**src/rtl/res_arb_pkg.sv**
```systemverilog
// ============================================================================
//  Module      : res_arb_pkg
//  Description : Shared types and helpers for resource_arbiter.
//                - state_e : arbiter FSM states (IDLE, OWN)
//                - tag_t   : {valid, id} tag carried alongside each issued beat
//                - id_w()  : width of a client ID for n clients
//  Revision    : 1.0 - initial release
// ============================================================================
`default_nettype none

package res_arb_pkg;

    // Wide enough for the largest supported client count (16).
    localparam int MAX_ID_W = 4;

    typedef enum logic [0:0] {
        IDLE = 1'b0,
        OWN  = 1'b1
    } state_e;

    typedef struct packed {
        logic                valid;
        logic [MAX_ID_W-1:0] id;
    } tag_t;

    function automatic int id_w(input int n);
        return $clog2(n);
    endfunction

endpackage

`default_nettype wire

```
**src/rtl/res_arb_tag_pipe.sv**
```systemverilog
// ============================================================================
//  Module      : res_arb_tag_pipe
//  Description : RES_LAT-deep shift register of beat tags. Lines the owner ID
//                up with the resource result. RES_LAT=0 is a pure bypass.
//  Ports       : clk    in  clock, rising edge
//                reset  in  asynchronous active-high reset
//                flush  in  synchronous clear of every stage
//                tag_i  in  tag of the beat issued this cycle
//                tag_o  out tag of the beat whose result appears this cycle
//  Revision    : 1.0 - initial release
// ============================================================================
`default_nettype none

module res_arb_tag_pipe
    import res_arb_pkg::*;
#(
    parameter int RES_LAT = 0
) (
    input  wire logic clk,
    input  wire logic reset,
    input  wire logic flush,
    input  wire tag_t tag_i,
    output tag_t      tag_o
);

    if (RES_LAT == 0) begin : g_bypass
        // Combinational resource: the tag is consumed in the cycle it is made.
        logic unused_ctrl;
        assign unused_ctrl = &{1'b0, clk, reset, flush};
        assign tag_o       = tag_i;
    end else begin : g_pipe
        tag_t stage_q [RES_LAT];

        always_ff @(posedge clk or posedge reset) begin
            if (reset) begin
                for (int i = 0; i < RES_LAT; i++) begin
                    stage_q[i] <= '0;
                end
            end else if (flush) begin
                for (int i = 0; i < RES_LAT; i++) begin
                    stage_q[i] <= '0;
                end
            end else begin
                stage_q[0] <= tag_i;
                for (int i = 1; i < RES_LAT; i++) begin
                    stage_q[i] <= stage_q[i-1];
                end
            end
        end

        assign tag_o = stage_q[RES_LAT-1];
    end

endmodule

`default_nettype wire

```
**src/rtl/resource_arbiter.sv**
```systemverilog
// ============================================================================
//  Module      : resource_arbiter
//  Description : Shares one resource port among NUM_REQ clients. Round-robin
//                arbitration with a per-owner hold limit; each issued beat is
//                tagged with its owner and the result is routed back through
//                a RES_LAT-deep tag pipe.
//  Ports       : clk             in  clock, rising edge
//                reset           in  asynchronous active-high reset
//                flush           in  synchronous abort of grant/in-flight beats
//                arbiter_req     in  per-client request (level)
//                req_data        in  per-client data, slice i = client i
//                arbiter_grant   out registered one-hot (or zero) grant
//                resource_input  out muxed owner data, zero when idle
//                res_valid       out resource_input carries a live beat
//                resource_output in  resource result
//                rsp_valid       out one-hot owner of the current result
//                rsp_data        out resource_output broadcast
//                starve_flag     out per-client starvation flag (optional)
//  Options     : `define RESOURCE_ARBITER_STARVE_EN adds starve_flag and the
//                STARVE_LIM parameter with per-client wait counters.
//  Revision    : 1.0 - initial release
// ============================================================================
`default_nettype none

module resource_arbiter
    import res_arb_pkg::*;
#(
    parameter int NUM_REQ  = 4,
    parameter int DATA_W   = 32,
    parameter int MAX_HOLD = 8,
    parameter int RES_LAT  = 0
`ifdef RESOURCE_ARBITER_STARVE_EN
    ,
    parameter int STARVE_LIM = 32
`endif
) (
    input  wire logic                      clk,
    input  wire logic                      reset,
    input  wire logic                      flush,
    input  wire logic [NUM_REQ-1:0]        arbiter_req,
    input  wire logic [NUM_REQ*DATA_W-1:0] req_data,
    output logic      [NUM_REQ-1:0]        arbiter_grant,
    output logic      [DATA_W-1:0]         resource_input,
    output logic                           res_valid,
    input  wire logic [DATA_W-1:0]         resource_output,
    output logic      [NUM_REQ-1:0]        rsp_valid,
    output logic      [DATA_W-1:0]         rsp_data
`ifdef RESOURCE_ARBITER_STARVE_EN
    ,
    output logic      [NUM_REQ-1:0]        starve_flag
`endif
);

    localparam int ID_W   = id_w(NUM_REQ);
    localparam int HOLD_W = $clog2(MAX_HOLD + 1);

    if (NUM_REQ < 2 || NUM_REQ > 16) begin : g_bad_num_req
        $error("resource_arbiter: NUM_REQ must be in 2..16");
    end
    if (MAX_HOLD < 1) begin : g_bad_max_hold
        $error("resource_arbiter: MAX_HOLD must be >= 1");
    end
    if (RES_LAT < 0) begin : g_bad_res_lat
        $error("resource_arbiter: RES_LAT must be >= 0");
    end

    // ------------------------------------------------------------------
    // State. While in OWN, rr_ptr_q is also the current owner's ID.
    // ------------------------------------------------------------------
    state_e             state_q;
    logic [NUM_REQ-1:0] grant_q;
    logic [ID_W-1:0]    rr_ptr_q;
    logic [HOLD_W-1:0]  hold_cnt_q;

    logic               any_req;
    logic               others_req;
    logic               issue;
    logic               hold_at_limit;
    logic [ID_W-1:0]    winner;
    logic [NUM_REQ-1:0] win_onehot;
    logic [DATA_W-1:0]  mux_data;

    assign any_req       = |arbiter_req;
    assign others_req    = |(arbiter_req & ~grant_q);
    assign issue         = |(grant_q & arbiter_req);
    assign hold_at_limit = (hold_cnt_q == HOLD_W'(MAX_HOLD - 1));

    // Round-robin search starting at rr_ptr_q+1. The lowest requester
    // above the pointer wins; failing that, the search wraps and the
    // lowest requester overall wins. The current owner sits at the
    // pointer, so it is only picked when nobody else is asking.
    always_comb begin
        logic            hi_found;
        logic [ID_W-1:0] hi_idx;
        logic [ID_W-1:0] lo_idx;
        hi_found = 1'b0;
        hi_idx   = '0;
        lo_idx   = '0;
        for (int i = NUM_REQ - 1; i >= 0; i--) begin
            if (arbiter_req[i]) begin
                if (i > int'(rr_ptr_q)) begin
                    hi_found = 1'b1;
                    hi_idx   = ID_W'(i);
                end
                lo_idx = ID_W'(i);
            end
        end
        winner = hi_found ? hi_idx : lo_idx;
    end

    always_comb begin
        win_onehot = '0;
        for (int i = 0; i < NUM_REQ; i++) begin
            win_onehot[i] = (winner == ID_W'(i));
        end
    end

    // AND-OR mux keyed by the one-hot grant.
    always_comb begin
        mux_data = '0;
        for (int i = 0; i < NUM_REQ; i++) begin
            if (grant_q[i]) begin
                mux_data = mux_data | req_data[i*DATA_W +: DATA_W];
            end
        end
    end

    // ------------------------------------------------------------------
    // Arbitration FSM
    // ------------------------------------------------------------------
    always_ff @(posedge clk or posedge reset) begin
        if (reset) begin
            state_q    <= IDLE;
            grant_q    <= '0;
            rr_ptr_q   <= ID_W'(NUM_REQ - 1);
            hold_cnt_q <= '0;
        end else if (flush) begin
            // Pointer is kept so fairness survives the abort.
            state_q    <= IDLE;
            grant_q    <= '0;
            hold_cnt_q <= '0;
        end else begin
            case (state_q)
                IDLE: begin
                    if (any_req) begin
                        state_q    <= OWN;
                        grant_q    <= win_onehot;
                        rr_ptr_q   <= winner;
                        hold_cnt_q <= '0;
                    end
                end
                OWN: begin
                    if (!issue) begin
                        // Owner dropped its request: hand over without a
                        // bubble if anyone else waits, otherwise go idle.
                        hold_cnt_q <= '0;
                        if (any_req) begin
                            grant_q  <= win_onehot;
                            rr_ptr_q <= winner;
                        end else begin
                            state_q <= IDLE;
                            grant_q <= '0;
                        end
                    end else if (hold_at_limit) begin
                        // Last beat of this tenure. With no competitor the
                        // owner simply starts a fresh tenure.
                        hold_cnt_q <= '0;
                        if (others_req) begin
                            grant_q  <= win_onehot;
                            rr_ptr_q <= winner;
                        end
                    end else begin
                        hold_cnt_q <= hold_cnt_q + 1'b1;
                    end
                end
                default: begin
                    state_q <= IDLE;
                    grant_q <= '0;
                end
            endcase
        end
    end

    assign arbiter_grant  = grant_q;
    assign res_valid      = issue;
    assign resource_input = issue ? mux_data : '0;

    // ------------------------------------------------------------------
    // Response routing. A beat issued in a flush cycle never enters
    // the tag pipe, so its result is not routed to anyone.
    // ------------------------------------------------------------------
    tag_t tag_in;
    tag_t tag_out;

    assign tag_in.valid = issue & ~flush;
    assign tag_in.id    = MAX_ID_W'(rr_ptr_q);

    res_arb_tag_pipe #(
        .RES_LAT (RES_LAT)
    ) u_tag_pipe (
        .clk   (clk),
        .reset (reset),
        .flush (flush),
        .tag_i (tag_in),
        .tag_o (tag_out)
    );

    always_comb begin
        rsp_valid = '0;
        for (int i = 0; i < NUM_REQ; i++) begin
            rsp_valid[i] = tag_out.valid && (tag_out.id == MAX_ID_W'(i));
        end
    end

    assign rsp_data = resource_output;

    // ------------------------------------------------------------------
    // Optional starvation monitor. Purely observational.
    // ------------------------------------------------------------------
`ifdef RESOURCE_ARBITER_STARVE_EN
    localparam int SW = $clog2(STARVE_LIM + 1);

    for (genvar gi = 0; gi < NUM_REQ; gi++) begin : g_starve
        logic [SW-1:0] wait_q;
        logic [SW-1:0] wait_d;
        logic          flag_q;

        always_comb begin
            wait_d = wait_q;
            if (flush || grant_q[gi]) begin
                wait_d = '0;
            end else if (arbiter_req[gi] && (wait_q != SW'(STARVE_LIM))) begin
                wait_d = wait_q + 1'b1;
            end
        end

        always_ff @(posedge clk or posedge reset) begin
            if (reset) begin
                wait_q <= '0;
                flag_q <= 1'b0;
            end else begin
                wait_q <= wait_d;
                flag_q <= (wait_d == SW'(STARVE_LIM));
            end
        end

        assign starve_flag[gi] = flag_q;
    end
`endif

endmodule

`default_nettype wire
```
**config.mk**
```make
export PLATFORM = sky130hd
export DESIGN_NAME = resource_arbiter
export DESIGN_NICKNAME = d
export VERILOG_FILES = /design/src/rtl/res_arb_pkg.sv /design/src/rtl/res_arb_tag_pipe.sv /design/src/rtl/resource_arbiter.sv
export SDC_FILE = /design/constraint.sdc
export NUM_CORES = 1
export LEC_CHECK = 0
export BUFFER_PORTS_ARGS = -buffer_cell sky130_fd_sc_hd__buf_4
export CORE_AREA = 2 2 94 96
export CTS_BUF_LIST = sky130_fd_sc_hd__clkbuf_4
export DETAILED_ROUTE_END_ITERATION = 8
export DIE_AREA = 0 0 96 98
export SYNTH_ARGS = -nofsm -noshare
export SYNTH_HDL_FRONTEND = slang
export SYNTH_SLANG_ARGS = --single-unit
```
**constraint.sdc**
```tcl
create_clock -name clk -period 2.7 [get_ports clk]
set_input_delay 0.135 -clock clk [delete_from_list [all_inputs] [get_ports clk]]
set_output_delay 0.135 -clock clk [all_outputs]
set_load 0.02 [all_outputs]
```
==> reports/results.ini <==
[sta]
post-route-period-util_pct = 79.16
grt_setup_unrepaired = false
maxSlewHeadroom_pct = 69.92
finalCriticalPeriod_ps = 2137
finalWorstSetupSlack_ps = 562.7
worst_pin_slew_ps = 450.7
skew_ps = 3.562
clock.fmax_mhz = 467.9
slew_violations = 0
hold_slack_ps = 127.8
hold_viol = 0
setup_tns_ps = 0
finalSetupViolCount = 0

[yosys]
synth-edff-count = 0
syn_avg_cell_area_um2 = 7.692
yosysTopAreaCellShare_pct = 30.50
syn_area_mm2 = 0.001723
synth_commonest_cells = 70 x a22oi_1, 34 x buf_4, 33 x a21oi_1
async_flop_share_pct = 100.0
synthTopCellsByArea = a22oi_1 31%, buf_4 15%, dfrtp_1 13%
synth_cell_types = 39
ys_seq_elements = 11
synth_top_area_cell = a22oi_1
synthCells = 224
yosysMostFrequentCell = a22oi_1
syn_nets = 392
ys_warn_count = 0
ys.flop_type = dfrtp_1
synth_seq_area_share_pct = 16.12

[routing]
drt-total-wl_um = 7964
dr.pass1.iters = 4
drtIter0Drc = 64
ant_nets = 0
num_vias = 2356
wire_per_inst_um = 17.09
drc = 0
viasPerCell = 5.056

[global_routing]
antenna_found_initial = 0
grt_max_degree = 36
first_global_vias = 2227
grt_pass1_wl_um = 11430
gr-total-overflow = 0
grtUsageTotal_pct = 15.27

[power]
p_leak_nw = 1.352
power_density_mw_per_mm2 = 516.6
ir_drop_mv = 0.3975

[floorplanning]
num_rows = 34
dieArea_mm2 = 0.009408
core_area_mm2 = 0.008466
io_pins = 240
start_util_pct = 20.35
fp.dieW_um = 96
die-height_um = 98

[worst_hold_path]
hold_class = in2reg

[finish]
fin_area_mm2 = 0.002928
regArea_um2 = 277.8
area_growth_pct = 69.93
nNetsFinal = 527
drive_gt1_share_pct = 55.31
multiInputGateArea_mm2 = 0.001092
fillCellCount = 895
diodes = 0

[clock_network]
cts.sinks = 11
cts_tree = yes
clk_pin_slew_ps = 80
cts_max_path_buffers = 2
clockRootBuffer = clkbuf_4
cts_resized = 0
cts_buffers = 3
post-cts-setup-buffers = 0
clock_latency_ps = 270
ctsHoldBuffers = 1
htreeDepth = 1

[worst_setup_path]
setup.worst_path.start_class = flop
cp.required_ps = 2570
ff2ff_setup_slack_ps = 840
cp_max_fo = 20
crit_type = reg2out
arrival_ps = 2000
endpoint_kind = output pin

[job]
max_cap_violations = 0

[placement]
portBuffers = 175
place_area_mm2 = 0.002890
dp_hpwl_um = 6240
place_ws_ps = 859.3
gp_congestion = 0.8250

[run_status]
status = completed

-- where the power goes --
| part | internal [W] | switching [W] | total, W | leakage (nW) |
|---|---|---|---|---|
| clock | 0.0000548 | 0.0000586 | 0.000113 | 0.0177 |
| combinational | 0.000508 | 0.000632 | 0.00114 | 1.19 |
| sequential | 0.000207 | 0.0000529 | 0.000260 | 0.143 |
-- registers in the layout (all words and copies together) (netlist names) --
register and flops:
arbiter_grant 4, rr_ptr_q 2, state_q 1, hold_cnt_q 4
-- layer usage --
layer / vias to the layer above / routed length, µm / track usage (%)
li1: 1108 / - / -
met1: 1126 / 3201 / 18.87
met2: 120 / 4102 / 28.15
met3: 2 / 655 / 2.546
met4: 0 / 4 / 1.538
met5: - / 0 / 0
-- path summary, 6_finish.rpt --
check / start / to / cells after the start
worst max-delay path: arbiter_grant[3]$_DFFE_PP0P_ / resource_input[29] / 6
worst min-delay path: flush / hold_cnt_q[2]$_DFFE_PP0P_ / 2
worst max register to register: arbiter_grant[2]$_DFFE_PP0P_ / arbiter_grant[1]$_DFFE_PP0P_ / 5
worst min register to register: hold_cnt_q[1]$_DFFE_PP0P_ / hold_cnt_q[1]$_DFFE_PP0P_ / 2
max in group asynchronous: reset / rr_ptr_q[0]$_DFFE_PP1P_ / 3
min in group asynchronous: reset / state_q$_DFF_PP0_ / 3
-- cells by family (layout without fill, tap and decap cells) --
family,after synthesis,in the layout,synth area share [%]
adders and majority gates,1,1,0.7261
DFF,11,11,16.12
buffers and inverters,58,192,20.48
AOI/OAI and AO/OA,118,118,47.86
muxes,3,3,2.178
xor gates and xnor gates,1,1,0.5084
and+or+nand+nor,32,32,12.13
-- layout by cell type, fill, tap and decap left out, types with 2 or more instances in the layout --
cell      instances
nor2b_1           4
nor4b_1           2
buf_4           182
nor2_1            8
a22oi_1          70
clkbuf_4          3
mux2_2            2
a21oi_1          33
inv_1             5
dfrtp_1           9
dfstp_2           2
and2_1            3
a21o_1            2
o32ai_1           3
nand3_1           2
nor2b_4           2
o21ai_0           2
nand2_1           2
-- stage by stage --
step	utilization [%]	total power (W)	std cells
floorplan	-	0.0009869	224
global placement	34.14	0.001394	461
detailed placement	34.14	0.001402	461
CTS	34.58	0.001521	466
global route	34.58	0.001630	466
finish	34.58	0.001513	466
-- area by class of cell --
cell class              count  share of cell area (%)
well taps                 108                   4.615
flip-flops and latches     11                   9.487
clock inverters             1                  0.1709
inverters                   5                  0.6410
repair buffers            183                   47.01
clock buffers               3                  0.7692
multi-input cells         155                   37.31
-- worst max-delay path, cell delays in order (launching register included) --
cell and delay [ps]:
dfrtp_1 380, buf_4 210, a22oi_1 280, and2_1 290
buf_4 300, a21oi_1 90, buf_4 170
No activity file was read; power rests on OpenSTA's default activity.
